<file path="config.mk">
export PLATFORM = sky130hd
export DESIGN_NAME = fetch_queue
export DESIGN_NICKNAME = d
export VERILOG_FILES = /design/src/rtl/fetch_queue.sv
export SDC_FILE = /design/constraint.sdc
export NUM_CORES = 1
export LEC_CHECK = 0
export BUFFER_PORTS_ARGS = -buffer_cell sky130_fd_sc_hd__buf_2
export CAP_MARGIN = 10
export CELL_PAD_IN_SITES_DETAIL_PLACEMENT = 1
export CELL_PAD_IN_SITES_GLOBAL_PLACEMENT = 2
export CORE_AREA = 2 2 177 179
export DETAILED_ROUTE_END_ITERATION = 6
export DIE_AREA = 0 0 179 181
export GPL_ROUTABILITY_DRIVEN = 0
export PLACE_DENSITY = 0.91
export SYNTH_ARGS = -nofsm -noshare
export SYNTH_HDL_FRONTEND = slang
export SYNTH_SLANG_ARGS = --single-unit
export TNS_END_PERCENT = 20
</file>
<file path="constraint.sdc">
create_clock -name i_clk -period 6.2 [get_ports i_clk]
set_input_delay 1.24 -clock i_clk [delete_from_list [all_inputs] [get_ports i_clk]]
set_output_delay 1.24 -clock i_clk [all_outputs]
set_load 0.02 [all_outputs]
</file>
<file path="src/rtl/fetch_queue.sv">
// Instruction-fetch stage: drives the external PC register and issues one-cycle-latency imem reads.
// Fetched {pc, instr} pairs are buffered for decode. Optional counters under FETCH_PERF_EN.
module fetch_queue #(
   parameter logic [31:0] RESET_PC = 32'h0000_0000,
   parameter int          QDEPTH   = 4
) (
   input  logic        i_clk,
   input  logic        i_rst,
   input  logic [31:0] pc_cur,
   output logic [31:0] pc_next,
   output logic        imem_en,
   output logic [31:0] imem_addr,
   input  logic [31:0] imem_rdata,
   input  logic        redirect_valid,
   input  logic [31:0] redirect_target,
   output logic        id_valid,
   input  logic        id_ready,
   output logic [31:0] id_instr,
   output logic [31:0] id_pc
`ifdef FETCH_PERF_EN
   ,
   output logic [31:0] perf_fetched,
   output logic [31:0] perf_stall
`endif
);

   localparam int AW = $clog2(QDEPTH);

   logic [AW:0]   count_reg;
   logic [AW-1:0] rd_ptr_reg;
   logic [AW-1:0] wr_ptr_reg;
   logic          inflight_reg;
   logic [31:0]   inflight_pc_reg;

   logic [31:0]   pc_mem    [QDEPTH];
   logic [31:0]   instr_mem [QDEPTH];

   logic [AW+1:0] occupancy;
   logic          issue;
   logic          push;
   logic          pop;

   // Alignment bits of the redirect target are deliberately discarded.
   logic unused_target_bits;
   assign unused_target_bits = ^redirect_target[1:0];

   // Reserve a slot for the outstanding read so a push can never find the FIFO full.
   assign occupancy = {1'b0, count_reg} + {{(AW+1){1'b0}}, inflight_reg};
   assign issue     = !i_rst && !redirect_valid && (occupancy < (AW+2)'(QDEPTH));
   assign imem_en   = issue;
   assign imem_addr = pc_cur;

   assign push = inflight_reg && !redirect_valid && !i_rst;
   assign pop  = id_valid && id_ready;

   always_comb begin
      pc_next = pc_cur;
      if (i_rst)
         pc_next = RESET_PC;
      else if (redirect_valid)
         pc_next = {redirect_target[31:2], 2'b00};
      else if (issue)
         pc_next = pc_cur + 32'd4;
   end

   assign id_valid = (count_reg != '0);
   assign id_pc    = id_valid ? pc_mem[rd_ptr_reg]    : 32'd0;
   assign id_instr = id_valid ? instr_mem[rd_ptr_reg] : 32'd0;

   always_ff @(posedge i_clk) begin
      if (push) begin
         pc_mem[wr_ptr_reg]    <= inflight_pc_reg;
         instr_mem[wr_ptr_reg] <= imem_rdata;
      end
   end

   always_ff @(posedge i_clk) begin
      if (i_rst) begin
         count_reg       <= '0;
         rd_ptr_reg      <= '0;
         wr_ptr_reg      <= '0;
         inflight_reg    <= 1'b0;
         inflight_pc_reg <= 32'd0;
      end else if (redirect_valid) begin
         // Flush: queue empties and the outstanding read's data is dropped.
         count_reg    <= '0;
         rd_ptr_reg   <= wr_ptr_reg;
         inflight_reg <= 1'b0;
      end else begin
         inflight_reg <= issue;
         if (issue)
            inflight_pc_reg <= pc_cur;
         if (push)
            wr_ptr_reg <= wr_ptr_reg + 1'b1;
         if (pop)
            rd_ptr_reg <= rd_ptr_reg + 1'b1;
         case ({push, pop})
            2'b10:   count_reg <= count_reg + 1'b1;
            2'b01:   count_reg <= count_reg - 1'b1;
            default: count_reg <= count_reg;
         endcase
      end
   end

`ifdef FETCH_PERF_EN
   always_ff @(posedge i_clk) begin
      if (i_rst) begin
         perf_fetched <= 32'd0;
         perf_stall   <= 32'd0;
      end else begin
         if (push && (perf_fetched != 32'hFFFF_FFFF))
            perf_fetched <= perf_fetched + 32'd1;
         if (id_valid && !id_ready && (perf_stall != 32'hFFFF_FFFF))
            perf_stall <= perf_stall + 32'd1;
      end
   end
`endif

endmodule
</file>
==> summary.md <==
| Metric | Value |
|---|---|
| Crit path DAT | 3.85 ns |
| Top cell type's share of synthesized area | 60.62% |
| Worst-Margin Slew | 1.082 ns |
| Final setup TNS | 0 ns |
| Syn Nets | 935 |
| Min-Delay Path Class | flip-flop to flip-flop |
| Global route overflow | 0 |
| DR pass1 iterations | 5 |
| H-Tree Depth | 1 |
| CTS Hold Bufs | 0 |
| Final wirelength | 31860 µm |
| Final Max Slew Viols | 0 |
| Drt wl/cell | 22.22 µm |
| End of the worst hold path | inflight_pc_reg[2]$_SDFFE_PP0P_ |
| # port buffers | 227 |
| Share of post-route cells with drive strength above 1 | 34.49% |
| RSZ-0062 raised after global routing | no |
| Hold Fails Final Rpt | 0 |
| DRC | 0 |
| EDFF count, synth | 256 |
| Reg2reg path depth | 9 |
| Clk_lat worst skew | 0.54 ns |
| Syn-to-layout area delta | 17.23% |
| Clk sink count | 298 |
| Reg-to-reg startpoint | count_reg[2]$_SDFFE_PP0P_ |
| Worst Clk Skew | 0.009512 ns |
| Reg2reg end | count_reg[2]$_SDFFE_PP0P_ |
| Placed cell area | 0.01395 mm² |
| Slew margin rel. | 27.86% |
| Clock-pin slew on the worst setup and hold paths | 0.06 ns |
| Endpoints failing setup | 0 |
| Reg-to-reg slack, setup | 3.22 ns |
| Overall fraction of global-route tracks in use | 19.87% |
| Power per cell area | 281.2 mW/mm² |
| Post-CTS Setup Inserts | 0 |
| Die Height | 181 µm |
| Yosys top cell by area | edfxtp_1 |
| Overall power | 4.181 mW |
| Cell Area, Synth | 0.01268 mm² |
| Rows | 64 |
| Cell area after layout | 0.01487 mm² |
| Synth Register Bits | 298 |
| Max-cap viol count | 0 |
| # resized after CTS | 0 |
| Sequential area share after synthesis | 67.25% |
| Core Region | 0.03035 mm² |
| Detailed placement HPWL | 19930 µm |
| Die area | 0.03240 mm² |
| Drt initial violations | 538 |
| TritonCTS Buffers | 31 |
| Yosys cell types | 51 |
| Clk buf depth | 3 |
| CP required | 4.96 ns |
| Fin crit period | 5.090 ns |
| Area contributors post-synth | edfxtp_1, mux4_2, dfxtp_1 |
| CTS root buf | clkbuf_16 |
| Peak supply drop | 0.1847 mV |
| Hold-critical path depth | 2 |
| IO Pins | 230 |
| Critical Path Fanout Max | 27 |
| Antenna cells | 0 |
| Syn avg cell area | 15.32 µm² |
| Final Cycle Share | 82.09% |
| Die Wd | 179 µm |
| Ys flop type | edfxtp_1 |
| First-pass GRT wire length | 49420 µm |
| CP endpoint kind | output pin |
| Initial Utilization | 41.79% |
| Crit Path Class | input port to output pin |
| Async set or reset register ratio after synthesis | 0% |
| Syn. warnings | 0 |
| Via density per instance | 5.487 |
| Antenna violations before repair | 0 |
| Post-route ant nets | 0 |
| CTS tree | done |
| Max Freq | 0.1965 GHz |
| Via count | 7868 |
| Largest net degree at the start of global routing | 65 |
| Leak Pwr | 5.228 nW |
| Outcome | completed |
| Hold Startpoint | inflight_pc_reg[2]$_SDFFE_PP0P_ |
| Worst setup SP type | input port |
| Vias in the first global route | 8338 |
| Post-synthesis cell count | 828 |
| Final core occ | 48.99% |
| Nets@finish | 1121 |
[worst max-delay path: stages]
cell      delay [ns]
buf_2           0.30
nor3_1          0.61
nand4_1         0.59
or3_1           0.49
a311oi_1        0.37
buf_2           0.23
[per-layer routing]
metal | up-vias | global-route usage, % | wire length [µm]
li1 | 3548 | - | -
met1 | 4041 | 26.99 | 13700
met2 | 249 | 33.66 | 15920
met3 | 30 | 3.283 | 1784
met4 | 0 | 4.163 | 454
met5 | - | 0 | 0
[metrics by stage]
stage / hold WS [ns] / worst slack (ns) / cells
2_1_floorplan: 0.4600 / 1.755 / 828
3_3_place_gp: 0.4715 / 1.298 / 1377
3_5_place_dp: 0.4938 / 1.180 / 1377
4_1_cts: 0.5015 / 1.187 / 1434
5_1_grt: 0.5259 / 0.9661 / 1434
6_report: 0.5015 / 1.110 / 1434
[Yosys cell counts, types with 5 or more instances]
cell and count:
a211oi_1 11, a21oi_1 35, a311oi_1 11, and2_1 71, and3_1 12, and4_1 7
buf_1 5, buf_2 8, buf_4 32, clkbuf_1 34, dfxtp_1 42, edfxtp_1 256
ha_1 6, inv_1 11, mux4_2 64, nand2_1 78, nand3_1 14, nand4_1 13
nor2_1 31, o21ai_0 14, or3_1 10, or4_1 7, xor2_1 7
[cells in the final DEF, fill, tap and decap left out, drive strengths merged, types with 6 or more instances in the layout]
cell type | synthesis | final
edfxtp | 256 | 256
buf | 46 | 234
nand2 | 78 | 78
and2 | 71 | 71
mux4 | 64 | 64
dfxtp | 42 | 42
clkbuf | 35 | 36
a21oi | 35 | 35
nor2 | 31 | 31
nand3 | 14 | 14
o21ai | 14 | 14
nand4 | 14 | 14
clkinv | 0 | 14
inv | 12 | 12
and3 | 12 | 12
a211oi | 11 | 11
a311oi | 11 | 11
or3 | 10 | 10
and4 | 7 | 7
or4 | 7 | 7
xor2 | 7 | 7
clkinvlp | 0 | 7
ha | 6 | 6
[final cells by class]
cell class	count	area, µm²
clock buffers	36	794.5
clock inverters	21	120.1
fillers	3051	15480
inverters	12	45.04
multi-input cells	437	3687
flip-flops and latches	298	8536
well taps	396	495.5
repair buffers	234	1189
[where the power goes]
| part | internal (mW) | total (mW) | leakage [nW] | switching (mW) |
|---|---|---|---|---|
| Sequential | 2.19 | 2.23 | 2.65 | 0.0344 |
| Clock | 0.917 | 1.66 | 0.432 | 0.746 |
| Combinational | 0.118 | 0.288 | 2.14 | 0.171 |
[worst max-delay path by stage]
stage	from	end	cells after the start
finish	redirect_valid	pc_next[19]	6
global route	redirect_valid	pc_next[19]	6
CTS	i_rst	pc_next[19]	6
detailed placement	i_rst	pc_next[19]	6
global placement	redirect_valid	pc_next[23]	6
floorplan	redirect_valid	pc_next[21]	5
[cell families after synthesis]
family                   after synthesis  share of synthesized area, %
adder cells (fa/ha/maj)                7                        0.7498
buffers and inverters                 93                         3.848
AO/OA/AOI/OAI                         99                         5.199
multiplexers                          64                         11.37
AND/OR/NAND/NOR                      256                         10.83
flip-flops                           298                         67.25
XOR/XNOR                              11                        0.7596
Note: power is estimated with default switching activity, not from simulation.
